[src/rtl/cart_bank_mapper_if.sv]
// Cartridge bus bundle: CPU address/data/direction plus the external ROM
// data path. The master side is the CPU/board, the slave side is the mapper.
interface cart_bank_mapper_if #(
  parameter int BANK_BITS = 3
);
  logic [12:0]            A;
  logic [7:0]             Din;
  logic                   R_W_n;
  logic [7:0]             ROM_Dout;
  logic                   ROM_CS;
  logic [11+BANK_BITS:0]  ROM_Addr;
  logic [7:0]             DOUT;

  modport master (
    output A, Din, R_W_n, ROM_Dout,
    input  ROM_CS, ROM_Addr, DOUT
  );

  modport slave (
    input  A, Din, R_W_n, ROM_Dout,
    output ROM_CS, ROM_Addr, DOUT
  );
endinterface

[src/rtl/cart_bank_mapper.sv]
// Atari-style cartridge bank mapper: F8/F6/F4 hotspot bank switching over an
// external ROM, with optional 128-byte Superchip RAM (split write/read ports).
module cart_bank_mapper #(
  parameter int BANK_BITS = 3,
  parameter int SC_RAM    = 0
) (
  input  logic                 CLOCKBUS,
  input  logic                 RES,
  input  logic [1:0]           MODE,
  cart_bank_mapper_if.slave    bus,
  output logic [BANK_BITS-1:0] BANK,
  output logic [1:0]           MODE_EFF
);

  // A mode is usable only if its bank count fits the bank register.
  // Bank counts are 2^mode, so the test reduces to mode <= BANK_BITS.
  function automatic logic [1:0] f_mode_eff(input logic [1:0] mode);
    if (int'(mode) > BANK_BITS) return 2'd0;
    return mode;
  endfunction

  // Highest bank index of a mode; doubles as the reset bank and as the mask
  // that restricts the raw bank register to the active bank range.
  function automatic logic [2:0] f_bank_mask(input logic [1:0] mode);
    case (mode)
      2'd1:    return 3'd1;
      2'd2:    return 3'd3;
      2'd3:    return 3'd7;
      default: return 3'd0;
    endcase
  endfunction

  logic [1:0]           w_mode_in;
  logic [1:0]           r_mode;
  logic [2:0]           w_mask_full;
  logic [BANK_BITS-1:0] w_mask;
  logic [BANK_BITS-1:0] r_bank;
  logic                 w_cart;
  logic                 w_hot;
  logic [BANK_BITS-1:0] w_hot_bank;
  logic [11:0]          w_base;
  logic [11:0]          w_span;
  logic [11:0]          w_off;
  logic                 w_ram_win;
  logic                 w_wr_port;
  logic                 w_rd_port;
  logic                 w_ram_wr;
  logic                 w_ram_rd;
  logic [7:0]           w_ram_q;

  assign w_cart    = bus.A[12];
  assign w_mode_in = f_mode_eff(MODE);

  // Mode capture: follows MODE every clock while reset is held and freezes
  // once reset drops. The output bypass makes MODE_EFF track MODE live while
  // reset is high; at least one clock edge inside reset captures the value.
  always_ff @(posedge CLOCKBUS) begin
    if (RES) r_mode <= w_mode_in;
  end

  assign MODE_EFF    = RES ? w_mode_in : r_mode;
  assign w_mask_full = f_bank_mask(MODE_EFF);
  assign w_mask      = w_mask_full[BANK_BITS-1:0];

  // Hotspot decode: a contiguous window of addresses whose offset from the
  // window base is the bank number to select.
  always_comb begin
    w_base = 12'hFFF;
    w_span = 12'd0;
    case (MODE_EFF)
      2'd1: begin w_base = 12'hFF8; w_span = 12'd2; end
      2'd2: begin w_base = 12'hFF6; w_span = 12'd4; end
      2'd3: begin w_base = 12'hFF4; w_span = 12'd8; end
      default: begin w_base = 12'hFFF; w_span = 12'd0; end
    endcase
    w_off      = bus.A[11:0] - w_base;
    w_hot      = w_cart && (bus.A[11:0] >= w_base) && (w_off < w_span);
    w_hot_bank = w_off[BANK_BITS-1:0];
  end

  // Bank register: reset loads all ones so that masking by the active mode
  // yields the mode's top bank immediately, with no clock needed. A hotspot
  // presented while reset is asserted is therefore lost.
  always_ff @(posedge CLOCKBUS or posedge RES) begin
    if (RES)        r_bank <= '1;
    else if (w_hot) r_bank <= w_hot_bank;
  end

  // Hotspot values never exceed the mask, so masking only matters for the
  // all-ones reset value; mode 0 collapses the bank field to zero.
  assign BANK         = r_bank & w_mask;
  assign bus.ROM_Addr = {BANK, bus.A[11:0]};

  // Superchip window: $1000-$10FF, lower half write port, upper half read port.
  assign w_ram_win = (SC_RAM != 0) && w_cart && (bus.A[11:8] == 4'h0);
  assign w_wr_port = w_ram_win && !bus.A[7];
  assign w_rd_port = w_ram_win &&  bus.A[7];
  assign w_ram_wr  = w_wr_port && !bus.R_W_n;
  assign w_ram_rd  = w_rd_port &&  bus.R_W_n;

  generate
    if (SC_RAM != 0) begin : g_ram
      logic [7:0] r_ram [0:127];

      // RAM write port; contents are never cleared by reset.
      always_ff @(posedge CLOCKBUS) begin
        if (w_ram_wr) r_ram[bus.A[6:0]] <= bus.Din;
      end

      assign w_ram_q = r_ram[bus.A[6:0]];
    end else begin : g_no_ram
      logic w_unused_ram;
      assign w_unused_ram = ^{bus.Din, w_ram_wr};
      assign w_ram_q      = 8'hFF;
    end
  endgenerate

  // Read data / ROM select: the RAM window claims the bus for both directions,
  // but only a read of the read port returns data; wrong-direction accesses
  // float high like an undriven bus.
  always_comb begin
    bus.ROM_CS = 1'b0;
    bus.DOUT   = 8'hFF;
    if (w_cart) begin
      if (w_ram_win) begin
        bus.ROM_CS = 1'b0;
        bus.DOUT   = w_ram_rd ? w_ram_q : 8'hFF;
      end else begin
        bus.ROM_CS = 1'b1;
        bus.DOUT   = bus.ROM_Dout;
      end
    end
  end

endmodule

[src/flat_wrapper.sv]
// flat-port wrapper written by rule: the top's interface ports become plain ports
module cart_bank_mapper_flat 
#(
  parameter int BANK_BITS = 3,
  parameter int SC_RAM    = 0
)
  (CLOCKBUS, RES, MODE, BANK, MODE_EFF, bus_A, bus_Din, bus_R_W_n, bus_ROM_Dout, bus_ROM_CS, bus_ROM_Addr, bus_DOUT);
  cart_bank_mapper_if #(.BANK_BITS(BANK_BITS)) bus_i ();
  input  logic CLOCKBUS;
  input  logic RES;
  input  logic [1:0] MODE;
  output logic [BANK_BITS-1:0] BANK;
  output logic [1:0] MODE_EFF;
  input wire logic [$bits(bus_i.A)-1:0] bus_A;
  input wire logic [$bits(bus_i.Din)-1:0] bus_Din;
  input wire logic [$bits(bus_i.R_W_n)-1:0] bus_R_W_n;
  input wire logic [$bits(bus_i.ROM_Dout)-1:0] bus_ROM_Dout;
  output wire logic [$bits(bus_i.ROM_CS)-1:0] bus_ROM_CS;
  output wire logic [$bits(bus_i.ROM_Addr)-1:0] bus_ROM_Addr;
  output wire logic [$bits(bus_i.DOUT)-1:0] bus_DOUT;
  assign bus_i.A = bus_A;
  assign bus_i.Din = bus_Din;
  assign bus_i.R_W_n = bus_R_W_n;
  assign bus_i.ROM_Dout = bus_ROM_Dout;
  assign bus_ROM_CS = bus_i.ROM_CS;
  assign bus_ROM_Addr = bus_i.ROM_Addr;
  assign bus_DOUT = bus_i.DOUT;
  cart_bank_mapper #(.BANK_BITS(BANK_BITS), .SC_RAM(SC_RAM)) u_core (.CLOCKBUS(CLOCKBUS), .RES(RES), .MODE(MODE), .bus(bus_i), .BANK(BANK), .MODE_EFF(MODE_EFF));
endmodule
[config.mk]
export PLATFORM = sky130hd
export DESIGN_NAME = cart_bank_mapper_flat
export DESIGN_NICKNAME = d
export VERILOG_FILES = /design/src/rtl/cart_bank_mapper_if.sv /design/src/rtl/cart_bank_mapper.sv /design/src/flat_wrapper.sv
export SDC_FILE = /design/constraint.sdc
export NUM_CORES = 1
export LEC_CHECK = 0
export ABC_CLOCK_PERIOD_IN_PS = 3200
export CORE_MARGIN = 2
export CORE_UTILIZATION = 30
export CTS_BUF_LIST = sky130_fd_sc_hd__clkbuf_2 sky130_fd_sc_hd__clkbuf_4 sky130_fd_sc_hd__clkbuf_8
export CTS_CLUSTER_DIAMETER = 40
export DETAILED_ROUTE_END_ITERATION = 6
export HOLD_SLACK_MARGIN = 0.12
export PLACE_DENSITY_LB_ADDON = 0.08
export SETUP_SLACK_MARGIN = 0.1
export SLEW_MARGIN = 25
export SYNTH_ARGS = -nofsm -noshare
export SYNTH_HDL_FRONTEND = slang
export SYNTH_SLANG_ARGS = --single-unit
[constraint.sdc]
create_clock -name CLOCKBUS -period 3.2 [get_ports CLOCKBUS]
set_input_delay 0.64 -clock CLOCKBUS [delete_from_list [all_inputs] [get_ports CLOCKBUS]]
set_output_delay 0.64 -clock CLOCKBUS [all_outputs]
set_load 0.02 [all_outputs]
==> results.json <==
{
  "wl_met1_microns": 645,
  "wl_mm": 1.75,
  "totalNegativeSetupSlack_ns": 0,
  "die_x_microns": 49.9,
  "diodes": 0,
  "rows": 16,
  "die_y_microns": 49.9,
  "setup_viol": 0,
  "first_pass_iters": 1,
  "drc": 0,
  "grt_max_degree": 11,
  "gp_congestion": 0.702,
  "cts.reportedPaths.clkPinSlew_ns": 0.04,
  "route.met3.wl_microns": 187,
  "leakage_nw": 0.551,
  "syn_avg_cell_area_sq_um": 9.16,
  "slew_headroom": 0.781,
  "clk_latency_ns": 0.24,
  "gr-total-overflow": 0,
  "initial_utilization": 0.319,
  "power_density_nw_per_um2": 285,
  "drt.antenna.violating_nets": 0,
  "clock-sinks": 5,
  "worstSetupPathType": "in2reg",
  "die_area_sq_um": 2490,
  "synth-seq-cells": 5,
  "endpoint_kind": "register",
  "rsz0062_at_grt": "yes",
  "yosysWarnings": 0,
  "synthDistinctLibCells": 28,
  "arrival_ns": 3.22,
  "synth_fp_nets": 111,
  "drive_gt1_frac": 0.333,
  "syn_inst": 69,
  "vias": 663,
  "ios": 63,
  "ys_seq_area_frac": 0.188,
  "dp_hpwl_mm": 1.42,
  "cts_tree": "built",
  "yosysTopAreaCell": "buf_4",
  "coreArea_sq_um": 1980,
  "synthesis.area_sq_um": 632,
  "clockBufferDepth": 2,
  "io_buffers": 53,
  "vias_per_cell": 4.42,
  "crit_required_ns": 3.36,
  "synth.area.top_cells": "buf_4 (19%), ha_1 (14%), dfstp_2 (12%)",
  "crit_path_start_kind": "input port",
  "cts_buffers": 3,
  "cts_root_buffer": "clkbuf_4",
  "maxClockFrequency_ghz": 0.327,
  "tightest_slew_ns": 0.326,
  "drt-initial-drc-count": 0,
  "areaGrowthSynthToFinish_pct": 108,
  "final_cell_mix": "clkdlybuf4s50_1 (50), buf_4 (12), or2b_1 (8)",
  "post_layout_nonfiller_instances": 150,
  "synth_top_area_frac": 0.190,
  "met2_length_microns": 888,
  "final_common_cell": "clkdlybuf4s50_1",
  "wire_per_inst_microns": 11.6,
  "final_hold_viol_count": 0,
  "post-route-period-util": 0.956,
  "top_layer_used": "met4",
  "holdCritPathClass": "reg2reg",
  "skew_ns": 0.00523,
  "crit_fanout": 4,
  "grtUsageTotal": 0.148,
  "final.min_clock_period_ns": 3.06,
  "grt_pass1_vias": 646,
  "layout.nets": 166,
  "drv_slew": 0,
  "htree_levels": 1,
  "drv_cap": 0,
  "peakVddDrop_mv": 0.214,
  "antenna_found_initial": 0,
  "place_inst": 142,
  "status": "completed",
  "grt_pass1_wl_mm": 2.84
}
worst max-delay path, stage by stage:
cell	delay (ns)
buf_8	0.10
mux2_4	0.33
nor2_4	0.16
ha_2	0.19
inv_2	0.04
fa_2	0.41
xor2_2	0.20
ha_1	0.29
o21a_1	0.21
a221oi_4	0.30
mux2_4	0.33
logic make-up (layout without fill, tap and decap cells):
| group | Yosys count | in the layout | share of synthesized area |
|---|---|---|---|
| simple gates | 23 | 23 | 0.236 |
| buf+inv | 20 | 74 | 0.214 |
| fa+ha+maj | 8 | 8 | 0.170 |
| compound gates | 6 | 6 | 0.0772 |
| mux | 5 | 5 | 0.0871 |
| flops | 5 | 5 | 0.188 |
| xor+xnor | 2 | 2 | 0.0277 |
area by class of cell:
| cell class | count | area, sq um |
|---|---|---|
| fillers | 160 | 668 |
| repair buffers | 66 | 636 |
| multi-input cells | 44 | 480 |
| flip-flops and latches | 5 | 119 |
| well taps | 27 | 33.8 |
| clock buffers | 4 | 30.0 |
| inverters | 4 | 15.0 |
cells in the mapped netlist, drive strengths merged:
library cell	n
mux2i	1
or4b	1
inv	4
dfxtp	2
nand4	2
and3b	1
mux2	4
o21a	2
nand2	1
or2	1
nor2	4
nand2b	1
o21ai	1
nor2b	1
xor2	1
or2b	8
fa	1
xnor2	1
and2	1
dfstp	3
buf	16
a21oi	1
and3	1
nor3b	1
o2111ai	1
ha	7
a221oi	1
metal layers:
layer,vias to the layer above,GRT usage
met1,295,0.144
met3,4,0.0424
met5,-,0
li1,327,-
met2,37,0.276
met4,0,0.0833
path summary, 6_finish.rpt:
| path | startpoint | to | slack [ns] | cells past startpoint |
|---|---|---|---|---|
| min in group asynchronous | RES | u_core.r_bank[1] | 0.58 | 3 |
| worst min-delay path | u_core.r_bank[0] | u_core.r_bank[0] | 0.49 | 2 |
| max in group asynchronous | RES | u_core.r_bank[2] | 2.60 | 3 |
| worst max-delay path | RES | u_core.r_bank[2] | 0.14 | 11 |
| worst min register to register | u_core.r_bank[0] | u_core.r_bank[0] | 0.49 | 2 |
| worst max register to register | u_core.r_mode[0] | u_core.r_bank[2] | 0.37 | 10 |
metrics by stage:
step | utilization | setup slack, ns | cell area [sq um] | total power [W] | hold WS, ns
4_1_cts | 0.633 | 0.103 | 1250 | 0.000362 | 0.491
3_3_place_gp | 0.588 | -0.625 | 1170 | 0.000258 | 0.474
5_1_grt | 0.663 | 0.00855 | 1310 | 0.000405 | 0.514
3_5_place_dp | 0.588 | -0.626 | 1170 | 0.000260 | 0.483
2_1_floorplan | - | 0.127 | 654 | 0.000173 | 0.457
6_report | 0.663 | 0.142 | 1310 | 0.000375 | 0.486
report_power, final:
group	switching [W]	internal (W)	total, W	leakage [nW]
combinational	0.0000957	0.000129	0.000224	0.485
clock	0.0000257	0.0000556	0.0000812	0.0184
sequential	0.00000156	0.0000673	0.0000689	0.0480
total	0.000123	0.000252	0.000375	0.551
state kept, by name (all words and copies together) (netlist names):
register	count
u_core.r_bank	3
u_core.r_mode	2
timing repair:
action	CTS	global route
resized for setup	19	12
buffers inserted	0	4
hold endpoints to repair	0	0
pin swaps	9	8
hold buffers	0	0
endpoints found under the setup margin	5	3
Power figures use the tool's default switching activity.
